===== config.mk =====
export PLATFORM = sky130hd
export DESIGN_NAME = sevens_table_reader_flat
export DESIGN_NICKNAME = d
export VERILOG_FILES = /design/src/rtl/sevens_table_reader_if.sv /design/src/rtl/sevens_table_reader.sv /design/src/flat_wrapper.sv
export SDC_FILE = /design/constraint.sdc
export NUM_CORES = 1
export LEC_CHECK = 0
export BUFFER_PORTS_ARGS = -buffer_cell sky130_fd_sc_hd__clkbuf_2
export CORE_MARGIN = 4
export CORE_UTILIZATION = 50
export DETAILED_ROUTE_END_ITERATION = 12
export PLACE_DENSITY = 0.86
export SLEW_MARGIN = 20
export SYNTH_ARGS = -nofsm -noshare
export SYNTH_HDL_FRONTEND = slang
export SYNTH_SLANG_ARGS = --single-unit

===== constraint.sdc =====
create_clock -name clk -period 4.6 [get_ports clk]
set_clock_uncertainty 0.05 [all_clocks]
set_input_delay 1.38 -clock clk [delete_from_list [all_inputs] [get_ports clk]]
set_output_delay 1.38 -clock clk [all_outputs]
set_load 0.02 [all_outputs]

===== src/rtl/sevens_table_reader_if.sv =====
// Bundles the request/status port, the EEPROM read bus and the output byte stream of the
// sevens table reader.
interface sevens_table_reader_if #(
  parameter int ADDR_W = 16,
  parameter int DATA_W = 8,
  parameter int LEN_W  = 16
);
  logic              start;
  logic [ADDR_W-1:0] base_addr;
  logic [LEN_W-1:0]  length;
  logic              busy;
  logic              done;
  logic              ee_cs_n;
  logic              ee_oe_n;
  logic [ADDR_W-1:0] ee_addr;
  logic [DATA_W-1:0] ee_data;
  logic [DATA_W-1:0] out_data;
  logic              out_valid;
  logic              out_ready;
  logic              out_last;

  modport master (
    input  start, base_addr, length, ee_data, out_ready,
    output busy, done, ee_cs_n, ee_oe_n, ee_addr, out_data, out_valid, out_last
  );

  modport slave (
    output start, base_addr, length, ee_data, out_ready,
    input  busy, done, ee_cs_n, ee_oe_n, ee_addr, out_data, out_valid, out_last
  );
endinterface


===== src/rtl/sevens_table_reader.sv =====
// Fetches a run of bytes from the sevens EEPROM table, one access at a time, and streams
// each captured byte out over a valid/ready handshake.
module sevens_table_reader #(
  parameter int ADDR_W      = 16,
  parameter int DATA_W      = 8,
  parameter int LEN_W       = 16,
  parameter int WAIT_CYCLES = 2
) (
  input  logic                  clk,
  input  logic                  rst,
  sevens_table_reader_if.master bus
);

  typedef enum logic [1:0] {S_IDLE, S_ACCESS, S_PRESENT, S_FINISH} state_e;

  localparam logic [3:0] WAIT_LAST = 4'(WAIT_CYCLES);

  state_e            state_q, state_d;
  logic [ADDR_W-1:0] addr_q, addr_d;
  logic [LEN_W-1:0]  rem_q, rem_d;
  logic [3:0]        wait_q, wait_d;
  logic              cs_n_q, cs_n_d;
  logic [DATA_W-1:0] data_q, data_d;
  logic              valid_q, valid_d;

  always_ff @(posedge clk) begin
    if (rst) begin
      state_q <= S_IDLE;
      addr_q  <= '0;
      rem_q   <= '0;
      wait_q  <= '0;
      cs_n_q  <= 1'b1;
      data_q  <= '0;
      valid_q <= 1'b0;
    end else begin
      state_q <= state_d;
      addr_q  <= addr_d;
      rem_q   <= rem_d;
      wait_q  <= wait_d;
      cs_n_q  <= cs_n_d;
      data_q  <= data_d;
      valid_q <= valid_d;
    end
  end

  always_comb begin
    state_d = state_q;
    addr_d  = addr_q;
    rem_d   = rem_q;
    wait_d  = wait_q;
    cs_n_d  = cs_n_q;
    data_d  = data_q;
    valid_d = valid_q;
    case (state_q)
      S_IDLE: begin
        if (bus.start) begin
          addr_d  = bus.base_addr;
          rem_d   = bus.length;
          wait_d  = '0;
          state_d = (bus.length == '0) ? S_FINISH : S_ACCESS;
        end
      end
      S_ACCESS: begin
        // First cycle after start only selects the part; later accesses arrive already selected.
        if (cs_n_q) begin
          cs_n_d = 1'b0;
          wait_d = '0;
        end else if (wait_q == WAIT_LAST) begin
          data_d  = bus.ee_data;
          valid_d = 1'b1;
          cs_n_d  = 1'b1;
          addr_d  = addr_q + ADDR_W'(1);
          state_d = S_PRESENT;
        end else begin
          wait_d = wait_q + 4'd1;
        end
      end
      S_PRESENT: begin
        if (bus.out_ready) begin
          valid_d = 1'b0;
          rem_d   = rem_q - LEN_W'(1);
          if (rem_q == LEN_W'(1)) begin
            state_d = S_FINISH;
          end else begin
            state_d = S_ACCESS;
            cs_n_d  = 1'b0;
            wait_d  = '0;
          end
        end
      end
      S_FINISH: state_d = S_IDLE;
      default:  state_d = S_IDLE;
    endcase
  end

  assign bus.busy      = (state_q == S_ACCESS) || (state_q == S_PRESENT);
  assign bus.done      = (state_q == S_FINISH);
  assign bus.ee_cs_n   = cs_n_q;
  assign bus.ee_oe_n   = cs_n_q;
  assign bus.ee_addr   = addr_q;
  assign bus.out_data  = data_q;
  assign bus.out_valid = valid_q;
  assign bus.out_last  = valid_q && (rem_q == LEN_W'(1));

endmodule


===== src/flat_wrapper.sv =====
// flat-port wrapper written by rule: the top's interface ports become plain ports
module sevens_table_reader_flat 
#(
  parameter int ADDR_W      = 16,
  parameter int DATA_W      = 8,
  parameter int LEN_W       = 16,
  parameter int WAIT_CYCLES = 2
)
  (clk, rst, bus_start, bus_base_addr, bus_length, bus_ee_data, bus_out_ready, bus_busy, bus_done, bus_ee_cs_n, bus_ee_oe_n, bus_ee_addr, bus_out_data, bus_out_valid, bus_out_last);
  sevens_table_reader_if #(.ADDR_W(ADDR_W), .DATA_W(DATA_W), .LEN_W(LEN_W)) bus_i ();
  input  logic clk;
  input  logic rst;
  input wire logic [$bits(bus_i.start)-1:0] bus_start;
  input wire logic [$bits(bus_i.base_addr)-1:0] bus_base_addr;
  input wire logic [$bits(bus_i.length)-1:0] bus_length;
  input wire logic [$bits(bus_i.ee_data)-1:0] bus_ee_data;
  input wire logic [$bits(bus_i.out_ready)-1:0] bus_out_ready;
  output wire logic [$bits(bus_i.busy)-1:0] bus_busy;
  output wire logic [$bits(bus_i.done)-1:0] bus_done;
  output wire logic [$bits(bus_i.ee_cs_n)-1:0] bus_ee_cs_n;
  output wire logic [$bits(bus_i.ee_oe_n)-1:0] bus_ee_oe_n;
  output wire logic [$bits(bus_i.ee_addr)-1:0] bus_ee_addr;
  output wire logic [$bits(bus_i.out_data)-1:0] bus_out_data;
  output wire logic [$bits(bus_i.out_valid)-1:0] bus_out_valid;
  output wire logic [$bits(bus_i.out_last)-1:0] bus_out_last;
  assign bus_i.start = bus_start;
  assign bus_i.base_addr = bus_base_addr;
  assign bus_i.length = bus_length;
  assign bus_i.ee_data = bus_ee_data;
  assign bus_i.out_ready = bus_out_ready;
  assign bus_busy = bus_i.busy;
  assign bus_done = bus_i.done;
  assign bus_ee_cs_n = bus_i.ee_cs_n;
  assign bus_ee_oe_n = bus_i.ee_oe_n;
  assign bus_ee_addr = bus_i.ee_addr;
  assign bus_out_data = bus_i.out_data;
  assign bus_out_valid = bus_i.out_valid;
  assign bus_out_last = bus_i.out_last;
  sevens_table_reader #(.ADDR_W(ADDR_W), .DATA_W(DATA_W), .LEN_W(LEN_W), .WAIT_CYCLES(WAIT_CYCLES)) u_core (.clk(clk), .rst(rst), .bus(bus_i));
endmodule

==> flow_summary.yaml, run 1 <==
floorplanning:
  die_h_um: 86.2
  dieWidth_um: 86.2
  ios: 74
  rows: 28
  core-area_um2: 5920
  initial_core_util: 0.517
  die_area_um2: 7430
worst_hold_path:
  hold_end: "u_core.bus.out_data[3]"
  hold_depth: 2
  hold_start: "u_core.bus.out_data[3]"
  hp-class: "register to register"
drt:
  drtAntennaViolNets: 0
  wl_met2_um: 4000
  drtIter0Drc: 327
  met1_length_um: 3770
  met3_length_um: 571
  wire_per_inst_um: 16.2
  dr.pass1.iters: 5
  viasPerCell: 6.35
  routed.top_layer: "met4"
  vias: 3360
  drc: 0
  routed_wl_um: 8580
timing:
  fin_tns_setup_ns: 0
  finalHoldViolCount: 0
  max_slew.worst_pin.slew_ns: 0.947
  period_minus_slack_ns: 3.37
  setup_violations: 0
  slew_headroom: 0.365
  finalMaxSlewViolations: 0
  rsz0062_at_grt: "no"
  fmax_mhz: 297
  timing.final.crit_share: 0.733
place:
  place_hpwl_um: 6110
  place_inst: 521
  gp_congestion: 0.949
  io_buffer_count: 73
grt:
  grt_max_degree: 48
  grt_pass1_wl_um: 14000
  grt_antenna_before_repair: 0
  grt_pass1_vias: 2973
  grt-ovfl-total: 0
  grt.total_usage: 0.228
clock_network:
  cts.sinks: 48
  holdBufCountCts: 0
  cts_resized: 0
  htreeDepth: 2
  clk_path_buf_depth: 2
  root_buffer: "clkbuf_8"
  cts_buffers: 5
  clk_latency_ns: 0.31
  post_cts_buffers: 0
  cts_tree: "yes"
  clk_pin_slew_ns: 0.10
setup_path:
  timing.rr.start: "u_core.state_q[1]"
  slowest_stage: "nor4b_1"
  path_buf_inv: 2
  arrival_ns: 1.94
  crit_family: "simple AND/OR/NAND/NOR gates"
  cp_data_required_time_ns: 3.17
  r2r_end: "u_core.bus.ee_addr[7]"
  crit_type: "register to output port"
  cp_max_fo: 4
  critPathMaxStageDelay_ns: 0.60
  path_cells: "inv_1 > ha_1 > nor4b_1 > and4_1 > clkbuf_2"
  crit_path_start_kind: "register"
  r2r_setup_slack_ns: 1.71
  critPathCaptureType: "output port"
  ff2ff_path_depth: 6
synth:
  synth.largest_area_cell: "dfxtp_1"
  yosysWarnings: 0
  avgSynthCellArea_um2: 7.73
  ys_seq_area_frac: 0.314
  syn-cell-area_um2: 3060
  synth.area.top_cells: "dfxtp_1, a21oi_1, nand2_1"
  synth_cells: 396
  synthFlopType: "dfxtp_1"
  yosysUniqueCellTypes: 61
  synth_nets: 450
  synth-edff-count: 0
  synth_top_area_share: 0.314
  synthArstFlopShare: 0
  ys_ff_latch: 48
power:
  ir_worst_vdd_uv: 256
  p_leak_nw: 1.38
  powerDensity_nw_per_um2: 673
finish:
  final_cells: 529
  layout-drive-gt1-share: 0.216
  final_util: 0.603
  num_antenna_cells: 0
  synthToLayoutAreaGrowth_pct: 16.7
  nets: 507
run_status:
  status: "finished clean"
job:
  max-cap-violations: 0
metal layers:
metal | global-route usage | vias up
li1 | - | 1613
met1 | 0.308 | 1561
met2 | 0.369 | 161
met3 | 0.0399 | 25
met4 | 0.0751 | 0
met5 | 0 | -
worst reg2reg max path, stage by stage, from the launching register on:
cell and delay (ns):
dfxtp_1 0.35, inv_1 0.12, ha_1 0.68, clkinv_1 0.85, nor4_1 0.46, o21ai_0 0.15, a21oi_1 0.18
synthesized netlist by cell type, types with 3 or more instances:
library cell  instances
a211o_1               3
a211oi_1              5
a21oi_1              43
a31oi_1               9
and3_1                4
and4_1                8
buf_1                 3
buf_2                 6
clkbuf_1             17
dfxtp_1              48
ha_1                 10
inv_1                12
nand2_1              42
nand2b_1              5
nand3_1              22
nand4_1              11
nor2_1               19
nor2b_1              13
nor3_1                9
nor4_1                7
nor4b_1               5
o211ai_1              7
o21ai_0              24
o2bb2ai_1             4
o31a_1                3
o31ai_1               4
o32ai_1               7
or3_1                 3
or4_1                 3
worst max-delay path by stage:
stage | start | end | slack (ns) | cells past startpoint
after floorplan | u_core.rem_q[10] | bus_out_last | 1.89 | 3
after global placement | bus_start | u_core.rem_q[0] | 1.46 | 5
after detailed placement | bus_start | u_core.rem_q[0] | 1.42 | 5
after CTS | u_core.rem_q[10] | bus_out_last | 1.29 | 4
after global routing | u_core.rem_q[10] | bus_out_last | 1.06 | 4
final | u_core.rem_q[1] | bus_out_last | 1.23 | 5
logic make-up after synthesis:
logic type	synth area share
and+or+nand+nor	0.292
AOI/OAI and AO/OA	0.288
DFF	0.314
buffers and inverters	0.0577
adders and majority gates	0.0409
muxes	0.00695
final cells by class:
type	instances	area, µm²
Inverter	14	52.6
Tap cell	75	93.8
Multi-Input combinational cell	306	1920
Sequential cell	48	961
Clock buffer	5	68.8
Fill cell	522	2350
Clock inverter	3	68.8
Timing Repair Buffer	78	403
stage by stage:
step                total power (W)  instance area, µm²  hold slack (ns)  setup WS, ns
global route                0.00257                3570            0.436          1.06
detailed placement          0.00200                3430            0.399          1.42
CTS                         0.00238                3570            0.412          1.29
floorplan                   0.00168                3060            0.414          1.89
global placement            0.00197                3430            0.393          1.46
finish                      0.00240                3570            0.409          1.23
sequential cells by signal, indices dropped and copies added, names as in the netlist:
register	cells
u_core.bus.ee_cs_n	1
u_core.state_q	2
u_core.rem_q	16
u_core.wait_q	4
u_core.bus.ee_addr	16
u_core.bus.out_valid	1
u_core.bus.out_data	8
cell usage in the layout, fill, tap and decap left out, types with 3 or more instances in the layout:
cell type / instances
a21oi_1: 43
a211oi_1: 5
dfxtp_1: 48
a211o_1: 3
nor3_1: 9
inv_1: 12
buf_4: 5
o31ai_1: 4
or4_1: 3
nand3_1: 22
nor2_1: 19
o32ai_1: 7
o211ai_1: 7
nand2b_1: 5
and4_1: 8
nor2b_1: 13
o31a_1: 3
clkbuf_8: 5
o2bb2ai_1: 4
or3_1: 3
nor4b_1: 5
a31oi_1: 9
clkbuf_2: 73
and3_1: 4
o21ai_0: 24
nand4_1: 11
nand2_1: 42
nor4_1: 7
ha_1: 10
report_power, final:
| group | internal (W) | switching [W] |
|---|---|---|
| Clock | 0.000219 | 0.000153 |
| Combinational | 0.000453 | 0.000847 |
| Sequential | 0.000547 | 0.000184 |
(Power assumes the default switching activity.)
==> inputs of run 2 (changes only) <==
Settings changed: ABC_AREA from default to 1.
Clock period 4.6 ns to 3.5 ns, I/O delays scaled along.
==> run 2 against run 1 <==
  * Die area grew 6.3%
  * Synthesized cell count grew 30%
  * Design area grew 4.0%
  * Wire length grew 5.4%
  * Combinational power grew 54%
  * Clock power shrank 4%
  * First-iteration DRC count shrank 41%
  * Setup slack lost 0.52 ns
  * Critical path depth grew 2
  * Synthesized area grew 7.0%
  * Cell count grew 24%
==> flow_summary.yaml, run 2 <==
run_status:
  status: "finished clean"
synth:
  synthArstFlopShare: 0
  avgSynthCellArea_um2: 6.35
  synth_nets: 569
  yosysUniqueCellTypes: 35
  syn-cell-area_um2: 3270
  yosysMostFrequentCell: "nand2_1"
  yosysWarnings: 0
  synth.largest_area_cell: "dfxtp_1"
  synth_top_area_share: 0.294
  ys_ff_latch: 48
  ys_seq_area_frac: 0.294
  synth_cells: 515
  netlist_top_cells_count: "nand2_1, nor2_1, dfxtp_1"
  synth-edff-count: 0
  synth.area.top_cells: "dfxtp_1, nand2_1, nor2_1"
  synthFlopType: "dfxtp_1"
finish:
  final_common_cell: "nand2_1"
  nets: 633
  layout-drive-gt1-share: 0.217
  num_antenna_cells: 0
  synthToLayoutAreaGrowth_pct: 13.5
  layout_common_cells: "nand2_1, nor2_1, clkbuf_2, dfxtp_1, inv_1"
drt:
  dr.pass1.iters: 5
  drc: 0
  drtIter0Drc: 193
  routed_wl_um: 9040
  drtAntennaViolNets: 0
  viasPerCell: 5.52
  wire_per_inst_um: 13.8
  vias: 3627
power:
  p_leak_nw: 1.72
  powerDensity_nw_per_um2: 883
  ir_worst_vdd_uv: 497
  total_power_w: 0.00328
setup_path:
  startpoint: "u_core.rem_q[1]"
  critPathCaptureType: "output port"
  crit_path_start_kind: "register"
  cp_max_fo: 4
  ff2ff_path_depth: 10
  timing.rr.start: "u_core.state_q[0]"
  cp_data_required_time_ns: 2.40
  crit_type: "register to output port"
  arrival_ns: 1.69
grt:
  grt_max_degree: 30
  grt_pass1_wl_um: 14800
  grt_antenna_before_repair: 0
  grt-ovfl-total: 0
  grt.total_usage: 0.236
  grt_pass1_vias: 3355
worst_hold_path:
  hp-class: "register to register"
  hold_start: "u_core.rem_q[8]"
  hold_depth: 2
timing:
  slew_headroom: 0.639
  finalHoldViolCount: 0
  fmax_mhz: 359
  period_minus_slack_ns: 2.79
  rsz0062_at_grt: "no"
  setup_violations: 0
  fin_tns_setup_ns: 0
  max_slew.worst_pin.slew_ns: 0.542
  finalMaxSlewViolations: 0
  timing.final.crit_share: 0.797
place:
  place_hpwl_um: 6630
  gp_congestion: 0.905
  io_buffer_count: 73
clock_network:
  root_buffer: "clkbuf_8"
  htreeDepth: 2
  clk_pin_slew_ns: 0.10
  clk_path_buf_depth: 2
  cts_buffers: 5
  cts.sinks: 48
  cts_resized: 0
  post_cts_buffers: 0
  holdBufCountCts: 0
  cts_tree: "yes"
  clk_latency_ns: 0.32
floorplanning:
  ios: 74
  core-area_um2: 6350
  rows: 29
  die_area_um2: 7900
  initial_core_util: 0.515
  die_h_um: 88.9
  dieWidth_um: 88.9
job:
  max-cap-violations: 0
-- run 2: cell types whose count changed after synthesis, sizes merged, moves of 13 or more --
cell / delta
inv: +39
nor2: +71
nand2: +100
nor2b: -13
clkbuf: -13
o21ai: +25
-- run 2: critical path: stages, from the launching register on --
cell and delay (ns):
dfxtp_1 0.32, inv_1 0.12, ha_1 0.20, nand3_1 0.09, nor3_1 0.19, nand2_1 0.07
nor3b_1 0.19, clkbuf_2 0.20
-- run 2: final timing paths --
path                       to  slack (ns)
min reg2reg   u_core.rem_q[8]        0.44
min           u_core.rem_q[8]        0.44
max reg2reg  u_core.rem_q[11]        1.09
max              bus_out_last        0.71
-- run 2: power by group --
part	leakage (nW)	total, W	internal (W)	switching (W)
combinational	1.28	0.00200	0.000647	0.00135
clock	0.0404	0.000357	0.000142	0.000215
sequential	0.393	0.000924	0.000716	0.000208
total	1.72	0.00328	0.00151	0.00177
-- run 2: stage by stage --
step	utilization	setup slack, ns	instance area, µm²	hold slack [ns]	std cells
floorplan	-	1.02	3270	0.402	515
global placement	0.570	1.08	3620	0.420	649
detailed placement	0.570	1.03	3620	0.431	649
CTS	0.585	0.703	3710	0.448	657
global route	0.585	0.514	3710	0.462	657
finish	0.585	0.711	3710	0.444	657
-- run 2: per-layer routing --
metal,routed length (µm),vias up,global-route usage
met3,497,22,0.0442
met5,0,-,0
met4,176,0,0.0865
met1,3810,1694,0.292
li1,-,1788,-
met2,4560,123,0.408
-- run 2: area by class of cell --
class	count	area, µm²
clock buffer	5	68.8
clock inverter	3	23.8
fill	611	2640
inverter	51	191
multi-input combinational	397	1980
sequential	48	961
tap	77	96.3
timing repair buffer	76	388
-- run 2: kinds of logic after synthesis --
logic type | synth area share
AO/OA/AOI/OAI | 0.170
flip-flops | 0.294
AND/OR/NAND/NOR | 0.395
adder cells (fa/ha/maj) | 0.0382
XOR/XNOR | 0.00268
buffers and inverters | 0.0998
==> inputs of run 3 (changes only) <==
Settings changed: ABC_AREA 1 to 0.
Clock period 3.5 ns to 2.9 ns, I/O delays scaled along.
==> run 3 against run 2 <==
  * Non-clock buffer count rose by 7
  * First-iteration DRC count rose by 100%
  * Combinational power rose by 7%
  * Critical path type unchanged
  * Critical endpoint unchanged
  * Largest cell class unchanged
  * Highest routed layer unchanged
==> flow_summary.yaml, run 3 (synthesis gave the netlist of run 1 again) <==
place:
  io_buffer_count: 73
  place_hpwl_um: 6420
  gp_congestion: 0.914
  place_inst: 526
finish:
  layout-drive-gt1-share: 0.229
  final_cells: 534
  synthToLayoutAreaGrowth_pct: 17.0
  final_common_cell: "clkbuf_2"
  layout_common_cells: "clkbuf_2, dfxtp_1, a21oi_1, nand2_1, o21ai_0"
  nets: 512
  num_antenna_cells: 0
  final_util: 0.604
power:
  swShare: 0.510
  power.internal_w: 0.00183
  power_frac_comb: 0.571
  switching_power_w: 0.00191
  total_power_w: 0.00374
  powerDensity_nw_per_um2: 1050
  p_leak_nw: 1.39
  clkPwrFrac: 0.116
  ir_worst_vdd_uv: 470
  pwr-share-seq: 0.312
setup_path:
  crit_path_start_kind: "register"
  timing.rr.start: "u_core.state_q[1]"
  cp_max_fo: 8
  crit_family: "simple AND/OR/NAND/NOR gates"
  ff2ff_path_depth: 6
  arrival_ns: 1.94
  slowest_stage: "nor4_1"
  critPathMaxStageDelay_ns: 0.55
  critPathCaptureType: "output port"
  path_buf_inv: 1
  r2r_setup_slack_ns: 0.23
  cp_data_required_time_ns: 1.98
  crit_type: "register to output port"
  path_cells: "nor4_1 > and2_1 > and4_1 > clkbuf_2"
  r2r_end: "u_core.rem_q[0]"
grt:
  grt.total_usage: 0.232
  grt_max_degree: 28
  grt_pass1_vias: 2983
  grt-ovfl-total: 0
  grt_antenna_before_repair: 0
  grt_pass1_wl_um: 14100
worst_hold_path:
  hold_start: "u_core.bus.out_data[5]"
  hold_end: "u_core.bus.out_data[5]"
  hold_depth: 2
  hp-class: "register to register"
drt:
  vias: 3401
  drtIter0Drc: 388
  viasPerCell: 6.37
  routed_wl_um: 8870
  drtAntennaViolNets: 0
  wire_per_inst_um: 16.6
  drc: 0
  dr.pass1.iters: 6
floorplanning:
  ios: 74
  dieWidth_um: 86.2
  rows: 28
  initial_core_util: 0.517
  die_h_um: 86.2
  core-area_um2: 5920
  die_area_um2: 7430
timing:
  setup_violations: 0
  timing.final.crit_share: 0.986
  finalHoldViolCount: 0
  max_slew.worst_pin.slew_ns: 1.02
  finalMaxSlewViolations: 0
  fin_tns_setup_ns: 0
  rsz0062_at_grt: "no"
  slew_headroom: 0.320
  period_minus_slack_ns: 2.86
  fmax_mhz: 350
clock_network:
  holdBufCountCts: 0
  cts_buffers: 5
  post_cts_buffers: 0
  cts.sinks: 48
  clk_pin_slew_ns: 0.10
  clk_latency_ns: 0.31
  clk_path_buf_depth: 2
  htreeDepth: 2
  cts_tree: "yes"
  root_buffer: "clkbuf_8"
run_status:
  status: "finished clean"
job:
  max-cap-violations: 0
run 3: cell count changes in the layout (fill, tap and decap cells not counted), moves of 8 or more:
cell     previous run  this run
a21oi_1            33        43
and4_1              0         8
inv_1              47        12
o21ai_0            38        24
a21oi_2             9         0
nor2_1             80        19
nor2b_1             0        13
nand2_1           135        42
nand3_1            31        22
run 3: power by group through the flow:
stage / Clock, W / Combinational, W / Sequential, W
floorplan: 0 / 0.00146 / 0.00120
global placement: 0 / 0.00202 / 0.00115
detailed placement: 0 / 0.00207 / 0.00116
CTS: 0.000437 / 0.00209 / 0.00115
global route: 0.000467 / 0.00233 / 0.00120
finish: 0.000436 / 0.00214 / 0.00117
run 3: tightest hold or removal path, stage by stage (launching register included):
cell and delay, ns:
dfxtp_1 0.32, nand2_1 0.05, a21oi_1 0.05
run 3: cell type report:
class,count,area (µm²)
flip-flops and latches,48,961
clock inverters,2,13.8
repair buffers,83,440
clock buffers,6,82.6
inverters,14,52.6
well taps,75,93.8
multi-input cells,306,1930
fillers,525,2340
run 3: how the worst max path moves through the flow:
stage / from / endpoint / slack, ns / cells past startpoint
floorplan: u_core.rem_q[10] / bus_out_last / 0.70 / 3
global placement: bus_start / u_core.rem_q[0] / 0.29 / 5
detailed placement: bus_start / u_core.rem_q[0] / 0.17 / 5
CTS: u_core.rem_q[10] / bus_out_last / 0.06 / 4
global route: u_core.rem_q[7] / bus_out_last / 0.04 / 4
finish: u_core.rem_q[7] / bus_out_last / 0.04 / 4
run 3: repair_timing:
action	in CTS	in global routing
endpoints found under the setup margin	0	1
gates resized for setup	0	2
endpoints found under the hold margin	0	0
run 3: per-layer routing:
| layer | vias up | wire, µm | track usage |
|---|---|---|---|
| met2 | 165 | 4250 | 0.371 |
| met5 | - | 0 | 0 |
| li1 | 1635 | - | - |
| met4 | 0 | 243 | 0.0977 |
| met1 | 1578 | 3670 | 0.309 |
| met3 | 23 | 697 | 0.0409 |
run 3: stage by stage:
step	cell area [µm²]	setup WS [ns]	hold slack, ns
2_1_floorplan	3060	0.699	0.414
3_3_place_gp	3470	0.287	0.393
3_5_place_dp	3470	0.172	0.396
4_1_cts	3570	0.0595	0.409
5_1_grt	3580	0.0388	0.434
6_report	3580	0.0416	0.406
